$ cat config.mk
export PLATFORM = sky130hd
export DESIGN_NAME = swt_debounce
export DESIGN_NICKNAME = d
export VERILOG_FILES = /design/src/rtl/swt_debounce.sv
export SDC_FILE = /design/constraint.sdc
export NUM_CORES = 1
export LEC_CHECK = 0
export CAP_MARGIN = 20
export CORE_UTILIZATION = 37
export DETAILED_ROUTE_END_ITERATION = 8
export GPL_ROUTABILITY_DRIVEN = 1
export GPL_TIMING_DRIVEN = 1
export PLACE_DENSITY = 0.58
export SLEW_MARGIN = 20
export SYNTH_ARGS = -nofsm -noshare
export SYNTH_HDL_FRONTEND = slang
export SYNTH_SLANG_ARGS = --single-unit
$ cat constraint.sdc
create_clock -name clk -period 2.75 [get_ports clk]
set_input_delay 0.55 -clock clk [delete_from_list [all_inputs] [get_ports clk]]
set_output_delay 0.55 -clock clk [all_outputs]
set_load 0.03 [all_outputs]
$ cat src/rtl/swt_debounce.sv
// swt_debounce: synchronise and debounce 16 slide switches, emitting clean state, edge strobes and an event count.
module swt_debounce #(
  parameter int DEBOUNCE_CYCLES = 1_000_000,
  parameter int CNT_W = 20,
  parameter int EVT_W = 16
) (
  input  logic             clk,
  input  logic             rst_n,
  input  logic [15:0]      swt,
  output logic [15:0]      swt_clean,
  output logic [15:0]      swt_rise,
  output logic [15:0]      swt_fall,
  output logic             change,
  output logic [EVT_W-1:0] evt_cnt
);
  localparam logic [CNT_W-1:0] LAST = CNT_W'(DEBOUNCE_CYCLES - 1);
  logic [15:0] s1_q, s2_q, clean_q, clean_d, rise_q, rise_d, fall_q, fall_d, hit, flip;
  logic [15:0][CNT_W-1:0] cnt_q, cnt_d;
  logic change_q, change_d;
  logic [EVT_W-1:0] evt_q, evt_d;
  // a bit flips only on the edge where its mismatch run reaches the full length
  for (genvar g = 0; g < 16; g++) begin : g_bit
    assign hit[g] = cnt_q[g] == LAST;
    assign cnt_d[g] = (s2_q[g] == clean_q[g] || hit[g]) ? '0 : cnt_q[g] + CNT_W'(1);
  end
  always_comb begin
    flip = (s2_q ^ clean_q) & hit;
    clean_d = clean_q ^ flip;
    rise_d = flip & s2_q;
    fall_d = flip & ~s2_q;
    change_d = |flip;
    evt_d = evt_q + EVT_W'(change_d);
  end
  always_ff @(posedge clk or negedge rst_n)
    if (!rst_n) begin
      s1_q <= '0;
      s2_q <= '0;
      cnt_q <= '0;
      clean_q <= '0;
      rise_q <= '0;
      fall_q <= '0;
      change_q <= 1'b0;
      evt_q <= '0;
    end else begin
      s1_q <= swt;
      s2_q <= s1_q;
      cnt_q <= cnt_d;
      clean_q <= clean_d;
      rise_q <= rise_d;
      fall_q <= fall_d;
      change_q <= change_d;
      evt_q <= evt_d;
    end
  assign swt_clean = clean_q;
  assign swt_rise = rise_q;
  assign swt_fall = fall_q;
  assign change = change_q;
  assign evt_cnt = evt_q;
endmodule

# After elaboration in Yosys (flattened, before gate mapping)
# Index checks and enable logic that the tools add are counted.
[word_totals]
register_bits = 417
latchBits = 0
ramBits = 0
rom_bits = 0
out_inout_bits = 65
mem_count = 0
[op_classes]
addsub = 17
n_mul = 0
div = 0
n_lt_le_gt_ge = 0
eq_ne = 32
n_shift = 0
n_mux = 16
bitwise = 6
reduce_logical = 17
[ops]
columns = ["operator", "n"]
rows = [
  ["$add A20 B1 Y20 const B", 16],
  ["$eq A20 B20 Y1 const B", 16],
  ["$mux W20", 16],
  ["$and A16 B16 Y16", 3],
  ["$xor A16 B16 Y16", 2],
  ["$add A16 B1 Y16", 1],
  ["$eq A1 B1 Y1", 16],
  ["$logic_or A1 B1 Y1", 16],
  ["$not A16 Y16", 1],
  ["$reduce_or A16 Y1", 1],
]

# Longest topological paths before layout
[depth]
ltp_word = 4
ltp_mapped = 13

# Least setup slack after synthesis
# OpenSTA, ideal clock, no wires.
[synth_timing]
path_kind = "register to register"
start = "reg cnt_q[187] (netlist bit)"
end = "reg evt_q[10] (netlist: evt_cnt[10])"
setup_ps = 133
arrival_time_ps = 2874
setup_slack_ps = -258
path_stages_with_launch = 12
n_path_buf = 0
period_less_slack_ps = 3008
cell_sequence = "dfrtp_1 or4_4 or4_1 or3_1 o2111a_1 nand4_1 ha_1 ha_1 inv_1 nor2_1 nand4_1 xnor2_1"
[synth_via]
elab_chain_cells = 4
[synth_lines]
columns = ["item", "line_no", "rtl"]
rows = [
  ["from (decl)", "18", "logic [15:0][CNT_W-1:0] cnt_q, cnt_d;"],
  ["from (signal assigned)", "47", "cnt_q <= cnt_d;"],
  ["$eq A20 B20 Y1", "23", "assign hit[g] = cnt_q[g] == LAST;"],
  ["$and A16 B16 Y16", "27", "flip = (s2_q ^ clean_q) & hit;"],
  ["$reduce_or A16 Y1", "31", "change_d = |flip;"],
  ["via change_d", "19", "logic change_q, change_d;"],
  ["$add A16 B1 Y16", "32", "evt_d = evt_q + EVT_W'(change_d);"],
  ["via evt_d[10]", "20", "logic [EVT_W-1:0] evt_q, evt_d;"],
  ["to (signal assigned)", "52", "evt_q <= evt_d;"],
  ["to (decl)", "20", ""],
]
# The timed path passes the listed nets, and every way through them passes these cells.

# Worst setup path after layout
[layout_timing]
start = "reg cnt_q[188] (netlist bit)"
end = "reg evt_q[12] (netlist: evt_cnt[12])"
# The elaborated chain is that of the path after synthesis.

==> impl_metrics.tcl <==
set metrics [dict create \
    status "finished with violations" \
    num_rows 82 \
    fin_ws_ns -0.3729 \
    cp_max_fo 5 \
    cp.required_ns 3.24 \
    fmax_ghz 0.3202 \
    post-dp-hpwl_um 24480 \
    grt_pass1_vias 12970 \
    synth_top_cell_by_area "dfrtp_1" \
    synth_seq_cells 417 \
    design.core.area_mm2 0.05007 \
    max_slew_margin 0.5469 \
    cp-start-kind "register" \
    dr_wl_met3_um 1323 \
    wl_met1_um 17270 \
    gp_congestion 0.7912 \
    drive_above_1_share 0.09782 \
    portBuffers 82 \
    rsz0062_at_grt "yes" \
    area_delta_synth_final_pct 21.04 \
    failed_checks "negative setup slack" \
    die_h_um 227.1 \
    overflow 0 \
    n_antenna_cell 0 \
    ant_nets 0 \
    highest_layer "met4" \
    power.total_mw 13.39 \
    root_buffer "clkbuf_16" \
    firstDrtPassIters 4 \
    cts.clk_slew.worst_paths_ns 0.06 \
    pre_cts_slack_ns -0.4409 \
    track_usage 0.1457 \
    synth_area_leaders "dfrtp_1 56%, xnor2_1 9.1%, nor2_1 7.6%" \
    drtIter0Drc 652 \
    syn_nets 1835 \
    grt_pass1_wl_um 62240 \
    synth_edf_count 0 \
    via_per_inst 4.864 \
    leakage_nw 9.646 \
    setup_tns_ns -3.956 \
    timing.hold.ws_ns 0.3453 \
    arrival_ns 3.61 \
    synth_ff_type "dfrtp_1" \
    grt_max_degree 80 \
    h-tree-depth 2 \
    seq_area_frac_synth 0.5566 \
    reg2reg_depth 12 \
    start_util 0.3745 \
    max_cap_violations 0 \
    power.density_mw_per_mm2 590.1 \
    synth_top_cell_area_share 0.5566 \
    hold_violations 0 \
    die-area_mm2 0.05157 \
    wl_um 36330 \
    yosysWarnings 0 \
    post_dp_cell_area_mm2 0.02092 \
    die_w_um 227.1 \
    skew_ns 0.01557 \
    final_area_mm2 0.02269 \
    post-route-period-util 1.136 \
    antenna_found_initial 0 \
    min_path_cells 0 \
    min_period_ns 3.123 \
    route.detailed.drc 0 \
    io_pins 83 \
    clock_path_buffers 3 \
    async_reset_ff_frac 1.000 \
    cts_tree "built" \
    numCtsBuffers 47 \
    worstMarginPinSlew_ns 0.6734 \
    critPathKind "register to register" \
    cp-end-kind "register" \
    synth_area_mm2 0.01875 \
    nets 2015 \
    vdd_drop_max_v 0.0004399 \
    ys_types 42 \
    dr_wl_met2_um 16870 \
    report.final.setup_viol 14 \
    synthCells 1799 \
    cts.sinks 417 \
    avgSynthCellArea_um2 10.42 \
    num_vias 13070 \
    final-max-slew-violation-count 0 \
    clkLatencyLatePin_ns 0.57 \
    hp-class "register to register" \
    routedWlPerCell_um 13.52 \
]
-- power breakdown --
part           internal (mW)  total (mW)  switching (mW)
Combinational          0.119       0.367           0.248
Clock                   4.24        6.73            2.49
Sequential              6.22        6.29          0.0706
-- logic make-up after synthesis --
group / share of synthesized area
mux: 0.009810
simple gates: 0.2538
flops: 0.5566
compound gates: 0.002002
buf+inv: 0.01535
fa+ha+maj: 0.01201
xor+xnor: 0.1504
-- metrics by stage --
stage,instances,utilization
global route,2686,0.4532
floorplan,1799,-
CTS,2685,0.4527
finish,2686,0.4532
global placement,2598,0.4179
detailed placement,2598,0.4179
-- worst paths after layout --
| kind | start | to | slack, ns |
|---|---|---|---|
| max | cnt_q[188]$_DFF_PN0_ | evt_cnt[12]$_DFF_PN0_ | -0.37 |
| min in group asynchronous | rst_n | cnt_q[239]$_DFF_PN0_ | 0.52 |
| min | s1_q[5]$_DFF_PN0_ | s2_q[5]$_DFF_PN0_ | 0.35 |
| max in group asynchronous | rst_n | cnt_q[61]$_DFF_PN0_ | 1.37 |
| max reg2reg | cnt_q[188]$_DFF_PN0_ | evt_cnt[12]$_DFF_PN0_ | -0.37 |
| min reg2reg | s1_q[5]$_DFF_PN0_ | s2_q[5]$_DFF_PN0_ | 0.35 |
-- layer usage --
layer | vias up | GRT usage
met5 | - | 0
met4 | 0 | 0.04936
met3 | 65 | 0.02530
met2 | 162 | 0.2346
met1 | 6385 | 0.1985
li1 | 6453 | -
-- registers in the layout, summed over array words and instances, names as in the netlist, named ones only --
| name | flops |
|---|---|
| cnt_q | 320 |
| evt_cnt | 16 |
| s1_q | 16 |
| s2_q | 16 |
| swt_fall | 16 |
| swt_rise | 16 |
| change | 1 |
-- cells in the mapped netlist (all sizes together), types with 2 or more instances --
library cell / number
and2: 5
or2: 5
nor4b: 9
or3: 7
nor3b: 34
dfrtp: 417
or4: 9
clkbuf: 21
buf: 9
nand2b: 6
nor3: 44
xor2: 127
and3: 57
and4: 29
nand4b: 7
and4b: 5
nor4: 39
xnor2: 195
ha: 18
nand2: 107
nand4: 73
inv: 39
a2111oi: 2
nor2b: 6
nand3: 121
mux2: 16
nor2: 382
nand3b: 3
or4b: 3
-- worst max-delay path, stage by stage (launching register included) --
cell and delay [ns]:
dfrtp_1 0.38, or4b_4 0.54, or4_4 0.53, or3_4 0.39, o2111a_2 0.16, nand4_1 0.18, ha_2 0.25, ha_4 0.14
inv_2 0.04, nor2_4 0.12, nand2_1 0.07, nor2_1 0.11, xor2_1 0.14
-- layout make-up --
cell class | instances | area, um^2
clock inverters | 17 | 271.5
flip-flops and latches | 417 | 10440
well taps | 672 | 840.8
repair buffers | 161 | 1484
clock buffers | 67 | 1424
multi-input cells | 1313 | 8090
inverters | 39 | 146.4
fillers | 4743 | 27380
-- placed cells by master (no fill, tap or decap), drive strengths merged, types with 18 or more instances in the layout --
| cell type | count |
|---|---|
| buf | 79 |
| nand4 | 73 |
| nor3 | 44 |
| dfrtp | 417 |
| nor2 | 382 |
| clkdlybuf4s50 | 81 |
| clkbuf | 67 |
| nand2 | 107 |
| nor3b | 34 |
| ha | 18 |
| nand3 | 121 |
| and3 | 57 |
| and4 | 29 |
| nor4 | 39 |
| xor2 | 127 |
| xnor2 | 195 |
| inv | 40 |
-- timing repair --
item	CTS	global route
pin swaps	4	2
endpoints found under the setup margin	15	15
hold endpoints to repair	49	0
buffers inserted	3	1
gates resized for setup	7	3
hold buffers	1	0
(Power assumes the default switching activity.)
